<file path="config.mk">
export PLATFORM = sky130hd
export DESIGN_NAME = time_set_ctrl
export DESIGN_NICKNAME = d
export VERILOG_FILES = /design/src/rtl/time_set_pkg.sv /design/src/rtl/btn_debounce.sv /design/src/rtl/time_set_ctrl.sv
export SDC_FILE = /design/constraint.sdc
export NUM_CORES = 1
export LEC_CHECK = 0
export CORE_UTILIZATION = 40
export CTS_CLUSTER_SIZE = 14
export DETAILED_ROUTE_END_ITERATION = 8
export HOLD_SLACK_MARGIN = 0.02
export MAX_ROUTING_LAYER = met4
export SYNTH_ARGS = -nofsm -noshare
export SYNTH_HDL_FRONTEND = slang
export SYNTH_HIERARCHICAL = 1
export SYNTH_SLANG_ARGS = --single-unit
export TNS_END_PERCENT = 20
</file>
<file path="constraint.sdc">
create_clock -name clock -period 3.2 [get_ports clock]
set_clock_uncertainty 0.05 [all_clocks]
set_input_delay 0.64 -clock clock [delete_from_list [all_inputs] [get_ports clock]]
set_output_delay 0.64 -clock clock [all_outputs]
set_load 0.005 [all_outputs]
</file>
<file path="src/rtl/time_set_pkg.sv">
// Shared types and constants for the time-setting controller.
// Optional feature macro used by time_set_ctrl: AUTO_REPEAT_EN.
package time_set_pkg;

  localparam int FIELD_W = 6;

  typedef logic [FIELD_W-1:0] field_t;

  localparam field_t SEC_MAX  = 6'd59;
  localparam field_t MIN_MAX  = 6'd59;
  localparam field_t HOUR_MAX = 6'd23;

  typedef enum logic [2:0] {
    ST_RUN      = 3'd0,
    ST_SET_HOUR = 3'd1,
    ST_SET_MIN  = 3'd2,
    ST_SET_SEC  = 3'd3,
    ST_COMMIT   = 3'd4
  } state_e;

  // One wrapping step up or down within 0..max.
  function automatic field_t step_field(input field_t v, input field_t max, input logic up);
    if (up) return (v == max)  ? '0  : v + 6'd1;
    else    return (v == '0)   ? max : v - 6'd1;
  endfunction

  // Counter-chain values outside the legal range start editing from zero.
  function automatic field_t clamp_field(input field_t v, input field_t max);
    return (v > max) ? '0 : v;
  endfunction

endpackage

</file>
<file path="src/rtl/btn_debounce.sv">
// Raw button conditioning: 2-flop synchronizer, stability counter and
// rising-edge press detect on the debounced level.
module btn_debounce #(
  parameter int DEBOUNCE_CYCLES = 16
) (
  input  logic clock,
  input  logic reset_n,
  input  logic btn_raw,
  output logic level,
  output logic press
);

  localparam int CNT_W = $clog2(DEBOUNCE_CYCLES + 1);

  logic             sync1_q, sync1_d;
  logic             sync2_q, sync2_d;
  logic             stable_q, stable_d;
  logic             stable_dly_q, stable_dly_d;
  logic [CNT_W-1:0] cnt_q, cnt_d;

  // Count cycles the synchronized level disagrees with the stable level;
  // flip the stable level once the disagreement has lasted long enough.
  always_comb begin
    sync1_d      = btn_raw;
    sync2_d      = sync1_q;
    stable_d     = stable_q;
    stable_dly_d = stable_q;
    cnt_d        = cnt_q;
    if (sync2_q == stable_q) begin
      cnt_d = '0;
    end else if (cnt_q == CNT_W'(DEBOUNCE_CYCLES)) begin
      stable_d = ~stable_q;
      cnt_d    = '0;
    end else begin
      cnt_d = cnt_q + 1'b1;
    end
  end

  // State registers with synchronous active-low reset.
  always_ff @(posedge clock) begin
    if (!reset_n) begin
      sync1_q      <= 1'b0;
      sync2_q      <= 1'b0;
      stable_q     <= 1'b0;
      stable_dly_q <= 1'b0;
      cnt_q        <= '0;
    end else begin
      sync1_q      <= sync1_d;
      sync2_q      <= sync2_d;
      stable_q     <= stable_d;
      stable_dly_q <= stable_dly_d;
      cnt_q        <= cnt_d;
    end
  end

  assign level = stable_q;
  assign press = stable_q & ~stable_dly_q;

endmodule

</file>
<file path="src/rtl/time_set_ctrl.sv">
// Button-driven time-setting controller for the sec/min/hour counter chain.
// Walks RUN -> SET_HOUR -> SET_MIN -> SET_SEC -> COMMIT on mode presses and
// issues a one-cycle load of the edited time on commit.
// Optional: define AUTO_REPEAT_EN for held-button auto-repeat stepping.
module time_set_ctrl
  import time_set_pkg::*;
#(
  parameter int DEBOUNCE_CYCLES = 16,
  parameter int REPEAT_CYCLES   = 64
) (
  input  logic               clock,
  input  logic               reset_n,
  input  logic               btn_mode,
  input  logic               btn_inc,
  input  logic               btn_dec,
  input  logic [FIELD_W-1:0] count_sec,
  input  logic [FIELD_W-1:0] count_min,
  input  logic [FIELD_W-1:0] count_hour,
  output logic               enable,
  output logic               setting1,
  output logic               setting2,
  output logic               setting3,
  output logic               load,
  output logic [FIELD_W-1:0] data_sec,
  output logic [FIELD_W-1:0] data_min,
  output logic [FIELD_W-1:0] data_hour,
  output logic [2:0]         edit_state
);

  logic mode_press, inc_press, dec_press;
  logic mode_lvl, inc_lvl, dec_lvl;

  btn_debounce #(.DEBOUNCE_CYCLES(DEBOUNCE_CYCLES)) u_db_mode (
    .clock(clock), .reset_n(reset_n), .btn_raw(btn_mode), .level(mode_lvl), .press(mode_press)
  );
  btn_debounce #(.DEBOUNCE_CYCLES(DEBOUNCE_CYCLES)) u_db_inc (
    .clock(clock), .reset_n(reset_n), .btn_raw(btn_inc), .level(inc_lvl), .press(inc_press)
  );
  btn_debounce #(.DEBOUNCE_CYCLES(DEBOUNCE_CYCLES)) u_db_dec (
    .clock(clock), .reset_n(reset_n), .btn_raw(btn_dec), .level(dec_lvl), .press(dec_press)
  );

  state_e state_q, state_d;
  field_t hour_q, hour_d, min_q, min_d, sec_q, sec_d;
  logic   enable_q, enable_d;
  logic   set1_q, set1_d, set2_q, set2_d, set3_q, set3_d;
  logic   load_q, load_d;
  logic   step_en, step_up;
  logic   in_set;

  assign in_set = (state_q == ST_SET_HOUR) || (state_q == ST_SET_MIN) || (state_q == ST_SET_SEC);

`ifdef AUTO_REPEAT_EN
  localparam int REP_W = (REPEAT_CYCLES > 1) ? $clog2(REPEAT_CYCLES) : 1;
  logic [REP_W-1:0] rep_cnt_q, rep_cnt_d;
  logic             rep_active;
  logic             unused_lvl;

  // Mode level is never consulted; only its press edge drives the FSM.
  assign unused_lvl = mode_lvl;

  // Exactly one of inc/dec held in an edit state with no mode press pending.
  assign rep_active = in_set && (inc_lvl ^ dec_lvl) && !mode_press;

  // Step source: a fresh single press, or a repeat tick while held.
  always_comb begin
    step_en   = 1'b0;
    step_up   = 1'b0;
    rep_cnt_d = rep_cnt_q;
    if (inc_press ^ dec_press) begin
      step_en = 1'b1;
      step_up = inc_press;
    end
    if (!rep_active || inc_press || dec_press) begin
      rep_cnt_d = '0;
    end else if (rep_cnt_q == REP_W'(REPEAT_CYCLES - 1)) begin
      rep_cnt_d = '0;
      step_en   = 1'b1;
      step_up   = inc_lvl;
    end else begin
      rep_cnt_d = rep_cnt_q + 1'b1;
    end
  end

  // Repeat interval counter.
  always_ff @(posedge clock) begin
    if (!reset_n) rep_cnt_q <= '0;
    else          rep_cnt_q <= rep_cnt_d;
  end
`else
  logic unused_cfg;

  // Levels and repeat interval have no consumer when auto-repeat is off.
  assign unused_cfg = mode_lvl ^ inc_lvl ^ dec_lvl ^ (REPEAT_CYCLES > 0);

  // Step source: a single press of exactly one of inc/dec.
  always_comb begin
    step_en = 1'b0;
    step_up = 1'b0;
    if (inc_press ^ dec_press) begin
      step_en = 1'b1;
      step_up = inc_press;
    end
  end
`endif

  // Next state, edit registers and registered outputs derived from next state.
  always_comb begin
    state_d = state_q;
    hour_d  = hour_q;
    min_d   = min_q;
    sec_d   = sec_q;
    unique case (state_q)
      ST_RUN: begin
        if (mode_press) begin
          state_d = ST_SET_HOUR;
          hour_d  = clamp_field(count_hour, HOUR_MAX);
          min_d   = clamp_field(count_min, MIN_MAX);
          sec_d   = clamp_field(count_sec, SEC_MAX);
        end
      end
      ST_SET_HOUR: begin
        if (mode_press)   state_d = ST_SET_MIN;
        else if (step_en) hour_d  = step_field(hour_q, HOUR_MAX, step_up);
      end
      ST_SET_MIN: begin
        if (mode_press)   state_d = ST_SET_SEC;
        else if (step_en) min_d   = step_field(min_q, MIN_MAX, step_up);
      end
      ST_SET_SEC: begin
        if (mode_press)   state_d = ST_COMMIT;
        else if (step_en) sec_d   = step_field(sec_q, SEC_MAX, step_up);
      end
      ST_COMMIT: state_d = ST_RUN;
      default:   state_d = ST_RUN;
    endcase
    enable_d = (state_d == ST_RUN);
    set3_d   = (state_d == ST_SET_HOUR);
    set2_d   = (state_d == ST_SET_MIN);
    set1_d   = (state_d == ST_SET_SEC);
    load_d   = (state_d == ST_COMMIT);
  end

  // FSM state, edit registers and outputs.
  always_ff @(posedge clock) begin
    if (!reset_n) begin
      state_q  <= ST_RUN;
      hour_q   <= '0;
      min_q    <= '0;
      sec_q    <= '0;
      enable_q <= 1'b1;
      set1_q   <= 1'b0;
      set2_q   <= 1'b0;
      set3_q   <= 1'b0;
      load_q   <= 1'b0;
    end else begin
      state_q  <= state_d;
      hour_q   <= hour_d;
      min_q    <= min_d;
      sec_q    <= sec_d;
      enable_q <= enable_d;
      set1_q   <= set1_d;
      set2_q   <= set2_d;
      set3_q   <= set3_d;
      load_q   <= load_d;
    end
  end

  assign enable     = enable_q;
  assign setting1   = set1_q;
  assign setting2   = set2_q;
  assign setting3   = set3_q;
  assign load       = load_q;
  assign data_hour  = hour_q;
  assign data_min   = min_q;
  assign data_sec   = sec_q;
  assign edit_state = state_q;

endmodule

</file>
==> flow_metrics.tcl <==
set metrics [dict create \
    htree_num_levels 2 \
    setup_viol 0 \
    synth.distinct_cells 75 \
    die_h_um 93.1 \
    cts_buffer_depth 2 \
    most-common-layout-cells "53 x dfxtp_1, 48 x clkdlybuf4s50_1, 27 x nor2_1" \
    io_pins 49 \
    avgViaCountPerCell 5.72 \
    tns_ns 0 \
    worstPathRequired_ns 2.51 \
    power_density_nw_per_um2 305 \
    slew_viol_final 0 \
    clkSinkCount 53 \
    syn_area_um2 3320 \
    ir_worst_vdd_mv 0.155 \
    crit_arrival_ns 1.67 \
    post-cts-setup-buffers 0 \
    crit_buf_inv 1 \
    p_leak_nw 1.47 \
    async_reset_ff_share_pct 0 \
    syn_area_per_cell_um2 8.63 \
    slowest_stage "dfxtp_1" \
    cts_resized 0 \
    end_kind "output port" \
    die-area_um2 8670 \
    port_buffers 48 \
    period_share_pct 73.7 \
    max_stage_delay_ns 0.73 \
    ys_seq_elements 53 \
    cts_buffers 5 \
    cap_violations 0 \
    worst_pin_slew_ns 0.618 \
    globalplace.congestion 0.828 \
    grt_pass1_vias 2814 \
    drive_gt1_share_pct 7.31 \
    coreArea_um2 7890 \
    total_power_w 0.00122 \
    clk_latency_ns 0.32 \
    dpl.hpwl_um 5490 \
    slew_headroom_pct 58.8 \
    ys_warn_count 6 \
    ant_nets 0 \
    dp_worst_setup_slack_ns 0.888 \
    clkSlewWorstSetupHoldPaths_ns 0.11 \
    multi_input_area_um2 2070 \
    ys.flop_type "dfxtp_1" \
    area_growth_pct 20.1 \
    fin_nets 462 \
    finalCriticalPeriod_ns 2.36 \
    antenna_cells 0 \
    grt_setup_unrepaired "false" \
    antenna_found_initial 0 \
    seq_area_um2 1060 \
    grt_start_max_net_pins 32 \
    path_cells "clkdlybuf4s50_1" \
    drtPass1Iterations 4 \
    overflow 0 \
    fp.dieW_um 93.1 \
    status "complete, no violations" \
    nFillCells 741 \
    syn-num-nets 424 \
    layout_commonest_cell "dfxtp_1" \
    initial_core_util_pct 42.1 \
    cts_root_buffer "clkbuf_8" \
    drcViolationCount 0 \
    grt_use_total_pct 19.3 \
    max_freq_ghz 0.424 \
    hold_viol_final 0 \
    grt_pass1_wl_um 13200 \
    startpoint_type "flop" \
    drt_iter0_markers 137 \
    synth_edf_count 0 \
    cts_tree "built" \
    cp_max_fo 17 \
    seq_area_frac_synth_pct 31.9 \
    syn-instance-count 385 \
    hold_class "flop to flop" \
    postCtsHoldBufs 0 \
    setup_slack_ns 0.840 \
    row_count 32 \
    routed-via-count 3007 \
    crit_type "flop to output port" \
    cp_top_family "flip-flops" \
    wl_per_cell_um 14.9 \
    hold_slack_ns 0.379 \
    routed_wl_um 7820 \
]
## cell type report
class                   instances  share of cell area [%]
multi-input cells             285                    51.9
inverters                      25                    2.35
clock inverters                 3                    1.19
flip-flops and latches         53                    26.6
repair buffers                 53                    13.0
well taps                     102                    3.20
clock buffers                   5                    1.73
## synthesized netlist by cell type (5+ instances only)
master	instances	area, um2
a211oi_1	5	37.5
a21oi_1	9	45.0
a31oi_1	15	93.8
and2_1	10	62.6
and3_1	5	31.3
buf_2	7	35.0
clkbuf_1	12	45.0
dfxtp_1	53	1060
ha_1	16	200
inv_1	24	90.1
mux2i_1	6	60.1
nand2_1	15	56.3
nand3_1	19	95.1
nor2_1	27	101
nor2b_1	13	81.3
nor3_1	6	30.0
nor3b_1	6	45.0
nor4_1	5	31.3
o21ai_0	15	75.1
o21ai_1	5	25.0
xnor2_1	11	96.3
xor2_1	9	78.8
## layer usage
layer,wire length (um),vias up,share of wire (%),global-route usage [%]
met5,0,-,0,-
met4,42,0,0.54,4.36
met3,340,4,4.3,3.25
met2,3620,87,46,30.8
met1,3810,1424,49,25.7
li1,-,1492,-,-
## path summary, 6_finish.rpt
check                                      start          endpoint  slack [ns]  depth (start not counted)
worst max-delay path               edit_state[1]     edit_state[1]        0.84                          1
worst max register to register    u_db_dec/level       data_min[5]        0.87                          7
worst min-delay path            u_db_inc/sync1_q  u_db_inc/sync2_q        0.38                          1
worst min register to register  u_db_inc/sync1_q  u_db_inc/sync2_q        0.38                          1
## sequential cells by signal, indices dropped and copies added (netlist names), 3 cells and up
register,count
data_hour,6
data_min,6
data_sec,6
edit_state,3
u_db_dec/cnt_q,5
u_db_inc/cnt_q,5
u_db_mode/cnt_q,5
## cell families after synthesis
family | share of synthesized area [%]
flip-flops | 31.9
buffers and inverters | 5.69
AND/OR/NAND/NOR | 28.3
adder cells (fa/ha/maj) | 6.03
AO/OA/AOI/OAI | 20.6
multiplexers | 2.15
XOR/XNOR | 5.27
## metrics by stage
| stage | instance area (um2) | instances | util (%) |
|---|---|---|---|
| global route | 3990 | 526 | 50.6 |
| global placement | 3870 | 518 | 49.1 |
| finish | 3990 | 526 | 50.6 |
| detailed placement | 3870 | 518 | 49.1 |
| floorplan | 3320 | 385 | - |
| CTS | 3990 | 526 | 50.6 |
## power breakdown
| part | switching, W | leakage, nW | internal [W] |
|---|---|---|---|
| clock | 0.000248 | 0.0591 | 0.000239 |
| combinational | 0.0000277 | 0.981 | 0.0000354 |
| sequential | 0.00000244 | 0.428 | 0.000664 |
No activity file was read; power rests on OpenSTA's default activity.
